`config.mk`:
```
export PLATFORM = sky130hd
export DESIGN_NAME = pipe_collision_scorer_flat
export DESIGN_NICKNAME = d
export VERILOG_FILES = /design/src/rtl/pipe_collision_scorer_if.sv /design/src/rtl/pipe_collision_scorer.sv /design/src/flat_wrapper.sv
export SDC_FILE = /design/constraint.sdc
export NUM_CORES = 1
export LEC_CHECK = 0
export ABC_AREA = 1
export CAP_MARGIN = 20
export CORE_MARGIN = 2
export CORE_UTILIZATION = 30
export CTS_CLUSTER_DIAMETER = 80
export CTS_CLUSTER_SIZE = 30
export DETAILED_ROUTE_END_ITERATION = 6
export GPL_TIMING_DRIVEN = 0
export SLEW_MARGIN = 40
export SYNTH_ARGS = -nofsm -noshare
export SYNTH_HDL_FRONTEND = slang
export SYNTH_SLANG_ARGS = --single-unit
export TNS_END_PERCENT = 5
```
`constraint.sdc`:
```
create_clock -name clk -period 4.63 [get_ports clk]
set_input_delay 0.926 -clock clk [delete_from_list [all_inputs] [get_ports clk]]
set_output_delay 0.926 -clock clk [all_outputs]
set_load 0.005 [all_outputs]
```
`src/rtl/pipe_collision_scorer_if.sv`:
```
// Bus between the pipe/player position generators, the collision scorer and the display side.
// The best_score signal exists only when BEST_SCORE_EN is defined.
interface pipe_collision_scorer_if;
  logic        frame_tick;
  logic        start;
  logic [10:0] pipe_x;
  logic [9:0]  pipe_y;
  logic [10:0] player_x;
  logic [9:0]  player_y;
  logic        pipe_init;
  logic [7:0]  score;
  logic        game_over;
  logic        hit_flash;
  logic [1:0]  state;
`ifdef BEST_SCORE_EN
  logic [7:0]  best_score;
`endif

  modport master (
`ifdef BEST_SCORE_EN
    input  best_score,
`endif
    output frame_tick, start, pipe_x, pipe_y, player_x, player_y,
    input  pipe_init, score, game_over, hit_flash, state
  );

  modport slave (
`ifdef BEST_SCORE_EN
    output best_score,
`endif
    input  frame_tick, start, pipe_x, pipe_y, player_x, player_y,
    output pipe_init, score, game_over, hit_flash, state
  );
endinterface

```
`src/rtl/pipe_collision_scorer.sv`:
```
// Per-frame collision detection, BCD pipe scoring and game-state FSM (IDLE/PLAY/HIT/OVER).
// Optional BEST_SCORE_EN adds a best_score register that survives restarts.
module pipe_collision_scorer #(
  parameter int PIPE_W     = 40,
  parameter int GAP_H      = 120,
  parameter int PLAYER_W   = 20,
  parameter int PLAYER_H   = 20,
  parameter int GROUND_Y   = 460,
  parameter int WRAP_X     = 1536,
  parameter int HIT_FRAMES = 30
) (
  input  logic clk,
  input  logic reset,
  pipe_collision_scorer_if.slave bus
);

  localparam int CNT_W = $clog2(HIT_FRAMES) + 1;

  typedef enum logic [1:0] {IDLE = 2'd0, PLAY = 2'd1, HIT = 2'd2, OVER = 2'd3} state_e;

  state_e      state_q, state_d;
  logic [7:0]  score_q, score_d;
  logic        pipe_init_q, pipe_init_d;
  logic        game_over_q, game_over_d;
  logic        hit_flash_q, hit_flash_d;
  logic        pass_flag_q, pass_flag_d;
  logic        armed_q, armed_d;
  logic [10:0] pipe_x_q, pipe_x_d, prev_x_q, prev_x_d, player_x_q, player_x_d;
  logic [9:0]  pipe_y_q, pipe_y_d, player_y_q, player_y_d;
  logic        sample_valid_q, sample_valid_d, prev_valid_q, prev_valid_d;
  logic        s2_valid_q, s2_valid_d, s3_valid_q, s3_valid_d;
  logic        hit_f_q, hit_f_d, passed_f_q, passed_f_d, respawn_f_q, respawn_f_d;
  logic [CNT_W-1:0] hit_cnt_q, hit_cnt_d;
`ifdef BEST_SCORE_EN
  logic [7:0]  best_q, best_d;
`endif

  logic       wrap, overlap_x, outside_gap, ground, respawn, passed, hit, accept, pf;
  logic [7:0] score_inc;

  assign wrap        = pipe_x_q >= 11'(WRAP_X);
  assign overlap_x   = !wrap
                       && (({1'b0, player_x_q} + 12'(PLAYER_W)) > {1'b0, pipe_x_q})
                       && ({1'b0, player_x_q} < ({1'b0, pipe_x_q} + 12'(PIPE_W)));
  assign outside_gap = ({1'b0, player_y_q} < {1'b0, pipe_y_q})
                       || (({1'b0, player_y_q} + 11'(PLAYER_H)) > ({1'b0, pipe_y_q} + 11'(GAP_H)));
  assign ground      = ({1'b0, player_y_q} + 11'(PLAYER_H)) >= 11'(GROUND_Y);
  assign respawn     = prev_valid_q && (pipe_x_q > prev_x_q);
  assign passed      = (({1'b0, pipe_x_q} + 12'(PIPE_W)) <= {1'b0, player_x_q}) || wrap;
  assign hit         = (overlap_x && outside_gap) || ground;
  // A tick arriving while a frame is still in S2 or S3 is dropped.
  assign accept      = bus.frame_tick && !s2_valid_q && !s3_valid_q;

  always_comb begin
    score_inc = {score_q[7:4], score_q[3:0] + 4'd1};
    if (score_q == 8'h99)
      score_inc = score_q;
    else if (score_q[3:0] == 4'd9)
      score_inc = {score_q[7:4] + 4'd1, 4'd0};
  end

  always_comb begin
    state_d        = state_q;
    score_d        = score_q;
    pipe_init_d    = pipe_init_q;
    game_over_d    = game_over_q;
    hit_flash_d    = hit_flash_q;
    pass_flag_d    = pass_flag_q;
    armed_d        = armed_q;
    pipe_x_d       = pipe_x_q;
    pipe_y_d       = pipe_y_q;
    player_x_d     = player_x_q;
    player_y_d     = player_y_q;
    prev_x_d       = prev_x_q;
    sample_valid_d = sample_valid_q;
    prev_valid_d   = prev_valid_q;
    hit_cnt_d      = hit_cnt_q;
    s2_valid_d     = 1'b0;
    s3_valid_d     = s2_valid_q;
    hit_f_d        = s2_valid_q ? hit     : hit_f_q;
    passed_f_d     = s2_valid_q ? passed  : passed_f_q;
    respawn_f_d    = s2_valid_q ? respawn : respawn_f_q;
    pf             = respawn_f_q ? 1'b0 : pass_flag_q;
`ifdef BEST_SCORE_EN
    best_d         = best_q;
`endif
    case (state_q)
      IDLE: begin
        if (accept && bus.start) begin
          state_d        = PLAY;
          score_d        = 8'h00;
          pass_flag_d    = 1'b0;
          sample_valid_d = 1'b0;
          prev_valid_d   = 1'b0;
          pipe_init_d    = 1'b0;
        end
      end
      PLAY: begin
        if (accept) begin
          pipe_x_d       = bus.pipe_x;
          pipe_y_d       = bus.pipe_y;
          player_x_d     = bus.player_x;
          player_y_d     = bus.player_y;
          prev_x_d       = pipe_x_q;
          prev_valid_d   = sample_valid_q;
          sample_valid_d = 1'b1;
          s2_valid_d     = 1'b1;
        end
        // Hit takes priority over a pass landing in the same frame.
        if (s3_valid_q) begin
          if (hit_f_q) begin
            state_d   = HIT;
            hit_cnt_d = CNT_W'(HIT_FRAMES - 1);
          end else begin
            pass_flag_d = pf;
            if (passed_f_q && !pf) begin
              score_d     = score_inc;
              pass_flag_d = 1'b1;
            end
          end
        end
      end
      HIT: begin
        if (accept) begin
          if (hit_cnt_q == '0) begin
            state_d     = OVER;
            game_over_d = 1'b1;
            pipe_init_d = 1'b1;
            hit_flash_d = 1'b0;
            armed_d     = 1'b0;
`ifdef BEST_SCORE_EN
            if (score_q > best_q)
              best_d = score_q;
`endif
          end else begin
            hit_flash_d = ~hit_flash_q;
            hit_cnt_d   = hit_cnt_q - 1'b1;
          end
        end
      end
      OVER: begin
        // Restart needs start to have been seen low at a tick after entering OVER.
        if (accept) begin
          if (!bus.start) begin
            armed_d = 1'b1;
          end else if (armed_q) begin
            state_d     = IDLE;
            game_over_d = 1'b0;
          end
        end
      end
      default: state_d = IDLE;
    endcase
  end

  always_ff @(posedge clk or posedge reset) begin
    if (reset) begin
      state_q        <= IDLE;
      score_q        <= 8'h00;
      pipe_init_q    <= 1'b1;
      game_over_q    <= 1'b0;
      hit_flash_q    <= 1'b0;
      pass_flag_q    <= 1'b0;
      armed_q        <= 1'b0;
      pipe_x_q       <= '0;
      pipe_y_q       <= '0;
      player_x_q     <= '0;
      player_y_q     <= '0;
      prev_x_q       <= '0;
      sample_valid_q <= 1'b0;
      prev_valid_q   <= 1'b0;
      s2_valid_q     <= 1'b0;
      s3_valid_q     <= 1'b0;
      hit_f_q        <= 1'b0;
      passed_f_q     <= 1'b0;
      respawn_f_q    <= 1'b0;
      hit_cnt_q      <= '0;
`ifdef BEST_SCORE_EN
      best_q         <= 8'h00;
`endif
    end else begin
      state_q        <= state_d;
      score_q        <= score_d;
      pipe_init_q    <= pipe_init_d;
      game_over_q    <= game_over_d;
      hit_flash_q    <= hit_flash_d;
      pass_flag_q    <= pass_flag_d;
      armed_q        <= armed_d;
      pipe_x_q       <= pipe_x_d;
      pipe_y_q       <= pipe_y_d;
      player_x_q     <= player_x_d;
      player_y_q     <= player_y_d;
      prev_x_q       <= prev_x_d;
      sample_valid_q <= sample_valid_d;
      prev_valid_q   <= prev_valid_d;
      s2_valid_q     <= s2_valid_d;
      s3_valid_q     <= s3_valid_d;
      hit_f_q        <= hit_f_d;
      passed_f_q     <= passed_f_d;
      respawn_f_q    <= respawn_f_d;
      hit_cnt_q      <= hit_cnt_d;
`ifdef BEST_SCORE_EN
      best_q         <= best_d;
`endif
    end
  end

  assign bus.state     = state_q;
  assign bus.score     = score_q;
  assign bus.pipe_init = pipe_init_q;
  assign bus.game_over = game_over_q;
  assign bus.hit_flash = hit_flash_q;
`ifdef BEST_SCORE_EN
  assign bus.best_score = best_q;
`endif

endmodule

```
`src/flat_wrapper.sv`:
```
// flat-port wrapper written by rule: the top's interface ports become plain ports
module pipe_collision_scorer_flat 
#(
  parameter int PIPE_W     = 40,
  parameter int GAP_H      = 120,
  parameter int PLAYER_W   = 20,
  parameter int PLAYER_H   = 20,
  parameter int GROUND_Y   = 460,
  parameter int WRAP_X     = 1536,
  parameter int HIT_FRAMES = 30
)
  (clk, reset, bus_frame_tick, bus_start, bus_pipe_x, bus_pipe_y, bus_player_x, bus_player_y, bus_pipe_init, bus_score, bus_game_over, bus_hit_flash, bus_state);
  pipe_collision_scorer_if bus_i ();
  input  logic clk;
  input  logic reset;
  input wire logic [$bits(bus_i.frame_tick)-1:0] bus_frame_tick;
  input wire logic [$bits(bus_i.start)-1:0] bus_start;
  input wire logic [$bits(bus_i.pipe_x)-1:0] bus_pipe_x;
  input wire logic [$bits(bus_i.pipe_y)-1:0] bus_pipe_y;
  input wire logic [$bits(bus_i.player_x)-1:0] bus_player_x;
  input wire logic [$bits(bus_i.player_y)-1:0] bus_player_y;
  output wire logic [$bits(bus_i.pipe_init)-1:0] bus_pipe_init;
  output wire logic [$bits(bus_i.score)-1:0] bus_score;
  output wire logic [$bits(bus_i.game_over)-1:0] bus_game_over;
  output wire logic [$bits(bus_i.hit_flash)-1:0] bus_hit_flash;
  output wire logic [$bits(bus_i.state)-1:0] bus_state;
  assign bus_i.frame_tick = bus_frame_tick;
  assign bus_i.start = bus_start;
  assign bus_i.pipe_x = bus_pipe_x;
  assign bus_i.pipe_y = bus_pipe_y;
  assign bus_i.player_x = bus_player_x;
  assign bus_i.player_y = bus_player_y;
  assign bus_pipe_init = bus_i.pipe_init;
  assign bus_score = bus_i.score;
  assign bus_game_over = bus_i.game_over;
  assign bus_hit_flash = bus_i.hit_flash;
  assign bus_state = bus_i.state;
  pipe_collision_scorer #(.PIPE_W(PIPE_W), .GAP_H(GAP_H), .PLAYER_W(PLAYER_W), .PLAYER_H(PLAYER_H), .GROUND_Y(GROUND_Y), .WRAP_X(WRAP_X), .HIT_FRAMES(HIT_FRAMES)) u_core (.clk(clk), .reset(reset), .bus(bus_i));
endmodule
```
==> results of run 1 <==
[per-layer routing]
metal / vias up / global-route usage (%)
li1: 2314 / -
met1: 1958 / 19.0
met2: 71 / 22.0
met3: 14 / 3.67
met4: 0 / 3.76
met5: - / 0
[synth_stat cells (3+ instances only)]
library cell and n:
xor2_1 18, o21ai_2 5, nand3b_1 3, clkbuf_1 5, ha_1 65, o31ai_1 3
nand4_1 12, nand2_1 161, inv_2 3, o21ai_0 74, dfrtp_1 80, o21ai_1 4
nor2_2 4, buf_2 5, nor2_1 35, nand3_1 30, nor3_1 6, a21oi_1 28
inv_1 106
[kinds of logic (layout without fill, tap and decap cells)]
family                     Yosys count  in the layout  share of synthesized area, %
and+or+nand+nor                    260            260                          21.2
AOI/OAI and AO/OA                  123            123                          12.6
buffers and inverters              121            193                          8.95
DFF                                 81             81                          38.4
adders and majority gates           65             65                          15.4
xor gates and xnor gates            20             20                          3.32
muxes                                1              1                         0.189
[report_power, final]
part | total (W) | leakage (nW) | internal, W | switching [W]
combinational | 0.00241 | 2.01 | 0.000952 | 0.00145
sequential | 0.00127 | 1.01 | 0.00101 | 0.000258
clock | 0.000641 | 0.124 | 0.000368 | 0.000272
total | 0.00431 | 3.14 | 0.00233 | 0.00198
[path summary, 6_finish.rpt]
path	slack [ps]	end	cells after the start	start
min in group asynchronous	960	u_core.pipe_y_q[7]	2	reset
setup reg to reg	2100	u_core.hit_f_q	14	u_core.player_x_q[2]
setup / recovery	2100	u_core.hit_f_q	14	u_core.player_x_q[2]
max in group asynchronous	3130	u_core.hit_cnt_q[3]	3	reset
hold / removal	480	u_core.bus.hit_flash	1	u_core.bus.hit_flash
hold reg to reg	480	u_core.bus.hit_flash	1	u_core.bus.hit_flash
[flip-flops by register name, indices dropped and copies added (netlist names), 2 cells and up]
signal / flops
u_core.pipe_x_q: 11
u_core.prev_x_q: 11
u_core.bus.score: 8
u_core.hit_cnt_q: 6
u_core.pipe_y_q: 10
u_core.bus.state: 2
u_core.player_x_q: 11
u_core.player_y_q: 10
[metrics by stage]
step | hold slack, ps | cell area (um2) | util (%) | instances
2_1_floorplan | 445 | 5280 | - | 671
3_3_place_gp | 473 | 6140 | 35.6 | 954
3_5_place_dp | 473 | 6180 | 35.8 | 955
4_1_cts | 486 | 6430 | 37.3 | 968
5_1_grt | 510 | 6430 | 37.3 | 968
6_report | 476 | 6430 | 37.3 | 968
[layout make-up]
class                   instances  area [um2]
fillers                      1800       10800
multi-input cells             469        2780
flip-flops and latches         81        2030
repair buffers                 59         608
inverters                     110         423
well taps                     225         282
clock buffers                  12         246
plain buffers                  11        55.1
clock inverters                 1        5.00
==> reports/summary.md, run 1 <==
The layout overhead on the synthesized area was 21.7%. The uppermost metal layer occupied by signal nets is met4. I/O pin count: 59. The critical path is of the reg2reg type. Gates resized during post-CTS repair numbered 0. The detailed router finished its first iteration with 170 violations. The repair_antennas step left the layout with diodes totalling 0.

The final max-slew violation count was 0; the die height was 137 um. In this run the worst path has a maximum fanout of 3. The library cell used most frequently in the layout, excluding fill and tap cells, is nand2_1.

Total detailed-routing wirelength: 12.0 mm. The number of hold buffers added after CTS was 0. The number of post-CTS setup repair buffers was 0. The tightest min-delay check is of the reg2reg type.

In this run the tool buffered the top-level ports with 58 buffer cells. After global routing the overflow that remains totals 0. The cell family contributing the most delay on the critical path is simple AND/OR/NAND/NOR gates. TritonCTS built the clock tree.

The highest ir drop seen on vdd was 295 uV; the clock input transition at the sequential cells of the worst setup and hold paths was 60 ps. The run gives 5.46 mm as the amount of wire on met2 after detailed routing. For the net count after synthesis, the log shows 782.

The first global-routing pass estimated 20.5 mm of wire. The final layout contains 852 nets. From left edge to right edge, the die measures 137 um. The most used flip-flop cell after synthesis was dfrtp_1. For this design, the slowest cell found on the critical path is o21ai_0. On the worst path, the slowest cell contributes a delay of 380 ps. Once the floorplan was initialized, standard cells occupied 30.6% of the core.

The average instance area after synthesis is 7.87 um2. The tools report the gate count of the mapped netlist as 671. Synthesis inferred 81 register bits. The number of H-tree branching levels was 3; the cell area after technology mapping was 0.00528 mm2. The number of clock buffers added by TritonCTS is 9.

Counting distinct cell types in the post-synthesis netlist gives 39. For the worst-skew pair, the clock arrives at the later sink with an insertion delay of 340 ps. The least setup slack across all paths after layout came out at 2100 ps. Between clock sinks in the finished design, the worst skew comes to 6.56 ps. The flow ran to the end, and the final reports show no timing, DRC or antenna violations. The post-placement setup slack is 1840 ps. The root cell of the clock tree was clkbuf_16. The floorplan step defined a die boundary enclosing 0.0187 mm2. The final-layout setup total negative slack is 0 ps. Using the TritonRoute via totals, the vias-per-cell ratio works out to 4.50.

The share of cells above drive strength 1 is 5.52%. For this run, design rule violations remaining after detail routing come to 0. The maximum buffer depth of the clock tree was 2; the final critical-path share of the clock period was 54.7%.

The top cell types in the final layout, fill and taps aside, are nand2_1 (161), inv_1 (105), dfrtp_1 (80), o21ai_0 (74), ha_1 (65). The count of buffering cells on the critical path with inverters included was 1. Data arrival time of the critical path: 2800 ps.

The final weighted congestion in routability-driven placement came out at 0.835. The power per cell area is 671 mW/mm2, and the via count of the first global-routing pass is 4,241. The number of max-cap violations is 0. The tools report the total power draw as 0.00431 W. Setup repair after global routing left no endpoint under its margin.

The met3 wire length was 448 um. Yosys attributes the largest share of cell area to dfrtp_1 (38%), ha_1 (15%), nand2_1 (11%), inv_1 (7.5%), o21ai_0 (7.0%). The number of flops mapped to enable cells by yosys was 0.

Row generation in the floorplan step produced 48 rows. The tools report the number of antenna violations at the first check in global routing as 0. The Yosys step of the flow raised 0 warnings.

The detail route stage leaves a number of antenna-violating nets equal to 0. Summed over its instances, the top area cell type makes up 37.9% of the synthesized netlist area. In the final routing, the length of wire on met1 measures 5.93 mm. The transition time at the pin with the least slew margin is 530 ps. The top cell type by total area after synthesis was dfrtp_1. After legalization and detailed placement, the total HPWL measured 9.44 mm. The final hold violation count came out at 0. Core box area: 0.0172 mm2. The clock net in this run drives a total of 81 sinks.

In the synthesized netlist the async set-or-reset flop fraction comes to 100%. Detailed routing inserted a total of 4,357 vias. The worst-case headroom to the max-slew limit came out at 64.7%.

For the worst setup path, the data required time is 4900 ps. The highest clock rate was 395 MHz. In the final routed layout, each cell accounts on average for 12.4 um. For the finished layout, the period the worst path requires is 2530 ps. STA classifies the critical path startpoint as a register. Number of failing setup endpoints in the final timing report: 0.

The analysis attributes to cell leakage a power of 3.14 nW. The first-pass iteration count of the detailed router was 4; the maximum number of pins on one net before global-route repair was 45. Walking the worst path, the cells encountered are inv_1, o21ai_0, nand3_1, nor2_1, xor2_1, ha_1, nand3_1, nor3_1, nand2_1, nand3_1, nand2_1, nand2_1, nand4_1, a21oi_1. STA classifies the critical path endpoint as a register. The global routing usage summed across all routing layers was 14.0%. The tools report the sequential area share after synthesis as 38.4%.
No activity file was read; power rests on OpenSTA's default activity.
==> run 2: changes to the inputs <==
==> constraint.sdc (replaced) <==
create_clock -name clk -period 2.1 [get_ports clk]
set_input_delay 0.42 -clock clk [delete_from_list [all_inputs] [get_ports clk]]
set_output_delay 0.42 -clock clk [all_outputs]
set_load 0.005 [all_outputs]
==> reports/summary.md, run 2 (synthesis gave the netlist of run 1 again) <==
For the final weighted congestion in routability-driven placement, the log shows 0.848. The layout overhead on the synthesized area works out to 27.5%. The number of antenna violations at the first check in global routing is 0.

The power per cell area is 1510 mW/mm2. The share of cells above drive strength 1 is 11.6%, and the die height is 137 um. The setup path with the least slack is of type reg2reg.

The largest delay contributor family on the critical path is simple AND/OR/NAND/NOR gates. Max-cap violations in this run came to 0. After detailed routing, the number of vias per cell comes to 4.53.

In this run the count of I/O pins placed on the die edge is 59. The via count of the first global-routing pass is 4,330. At the pin with the least slew margin, the transition time is 524 ps. The logs give 4 for the first-pass iteration count of the detailed router and 202 for the starting DRC count in detailed routing. Global routing finished with a remaining overflow of 0. The logs give 866 for the final layout net count and 0.00290 mm2 for the area used by multi-input combinational logic. The core region is 0.0172 mm2. Entering global routing, the biggest net connects 23 pins. The run gives 0 as the antenna diode count. In this run the clock root is driven by a clkbuf_16. The path class of the tightest hold or removal check is in2async. Number of nets with antenna violations after routing: 0.

The initial core utilization came out at 30.6%. The standard-cell row count is 48. For this run, the total global-route usage over all layers was measured as 14.2%. The run gives 0 as the final hold violation count.

The longest clock path from root to sink contains 2 buffers. After clock tree synthesis, the clock-pin slew on the worst setup and hold paths is 60 ps. On the final layout, the worst hold slack is 475 ps. IR analysis of the VDD net gives a maximum drop of 540 uV. In the routed design, unresolved DRC markers number 0. The least setup slack across all paths after layout is -122 ps. The cell that appears most often on the critical path is nand2_1. The run gives 12.2 mm as the total detailed-routing wirelength. Worst clock skew: 7.81 ps. The largest individual stage delay along the critical path comes from the cell dfrtp_1. The maximum fanout count along the critical path was 3. The kind of capture point of the worst setup path was a register. The number of failing setup endpoints in the final timing report came out at 2.

The final max-slew violation count was 0; the vias after detailed routing was 4,465. The checks that failed: setup timing. The library cells used most frequently in the layout, excluding fill and tap cells, are nand2_1 (160), inv_1 (105), dfrtp_1 (73), o21ai_0 (70), ha_1 (62). After the flow finishes, the layout carries non-filler instances totaling 985.

The highest clock rate came out at 450 MHz. For the total die area, the log shows 0.0187 mm2. The number of placed instances, taps included, is 957. The source-to-sink clock delay at the later pin of the worst-skew pair is 340 ps, and the count of fill cells added during filler insertion is 1,737.

The count of buffering cells on the critical path with inverters included is 1. The run gives 39.1% as the final design utilization. The run finished, with violations left. Headroom to the max-slew limit came out at 65.0%.

For the total power draw, the log shows 0.0102 W. For the final-layout setup total negative slack, the log shows -239 ps. The minimum clock period is 2220 ps.

The tree built by TritonCTS fans out to 81 sinks. Wire length of the first global-routing pass: 20.8 mm. The HPWL after detailed placement is 9.52 mm.

Worst stage delay on the critical path: 420 ps. The die outline width was 137 um; the routed wirelength normalized by instance count was 12.4 um. Buffers placed on the I/O ports in this run total 58.

The number of H-tree branching levels came out at 3. TritonCTS built the clock tree. Setup repair after global routing could not meet its margin everywhere. The combined flip-flop and latch cell area was 0.00204 mm2; the final critical-path share of the clock period was 106%. In this run the static leakage power is 3.24 nW.

STA classifies the critical path startpoint as a register. Traced cell by cell, the critical path runs through ha_4, o21ai_4, nor2_2, inv_1, nor3_2, xor2_1, ha_1, nand3_2, nor3_2, nand2_1, nand3_1, nand2_1, nand2_1, nand4_1, a21oi_1. The library cell used most frequently in the layout, excluding fill and tap cells, is nand2_1. At the worst endpoint, the required time is 2370 ps. At the worst endpoint, the arrival time is 2500 ps.

The largest registers in the layout are u_core.pipe_x_q (11), u_core.player_x_q (11), u_core.prev_x_q (11). Counting the buffers created by CTS gives 9.
run 2: cell count changes in the layout (fill, tap and decap cells not counted), moves of 3 or more:
| cell | previous run | this run |
|---|---|---|
| buf_4 | 0 | 12 |
| nor2_1 | 35 | 27 |
| dfrtp_1 | 80 | 73 |
| dfrtp_2 | 0 | 7 |
| nor2_2 | 4 | 9 |
| nor3_1 | 6 | 2 |
| nor3_2 | 1 | 5 |
| o21ai_0 | 74 | 70 |
| ha_1 | 65 | 62 |
| nor2_4 | 0 | 3 |
run 2: metal layers:
| metal | GRT usage, % | vias to the layer above | routed length (um) |
|---|---|---|---|
| li1 | - | 2343 | - |
| met5 | 0 | - | 0 |
| met4 | 3.65 | 0 | 159 |
| met1 | 19.1 | 2038 | 5980 |
| met3 | 3.56 | 12 | 504 |
| met2 | 22.8 | 72 | 5610 |
run 2: metrics by stage:
| stage | area (um2) | setup slack, ps |
|---|---|---|
| floorplan | 5290 | -9.90 |
| global placement | 6150 | -409 |
| detailed placement | 6220 | -380 |
| CTS | 6660 | -141 |
| global route | 6730 | -300 |
| finish | 6730 | -122 |
run 2: path summary, 6_finish.rpt:
kind                                      startpoint                   end  slack, ps  cells after the start
worst max-delay path            u_core.player_x_q[2]        u_core.hit_f_q       -120                     15
worst min-delay path                           reset   u_core.bus.score[5]        470                      2
worst max register to register  u_core.player_x_q[2]        u_core.hit_f_q       -120                     15
worst min register to register  u_core.bus.hit_flash  u_core.bus.hit_flash        480                      1
max in group asynchronous                      reset  u_core.player_x_q[3]        770                      5
min in group clk                u_core.bus.hit_flash  u_core.bus.hit_flash        480                      1
run 2: area by class of cell:
cell class              count  area share (%)
plain buffers              11           0.836
clock buffers              13            3.72
clock inverters             3           0.595
inverters                 110            6.26
multi-input cells         469            43.1
flip-flops and latches     81            30.3
well taps                 225            4.18
repair buffers             73            11.1
run 2: power breakdown:
group | leakage (nW) | switching, W | internal [W] | total, W
clock network | 0.144 | 0.000636 | 0.000952 | 0.00159
logic | 2.09 | 0.00341 | 0.00235 | 0.00575
registers | 0.998 | 0.000591 | 0.00223 | 0.00283
run 2: timing repair:
action | 4_1_cts | 5_1_grt
setup endpoints to repair | 2 | 35
buffers inserted | 11 | 1
pin swaps | 7 | 9
hold buffers | 0 | 0
gates resized for setup | 24 | 18
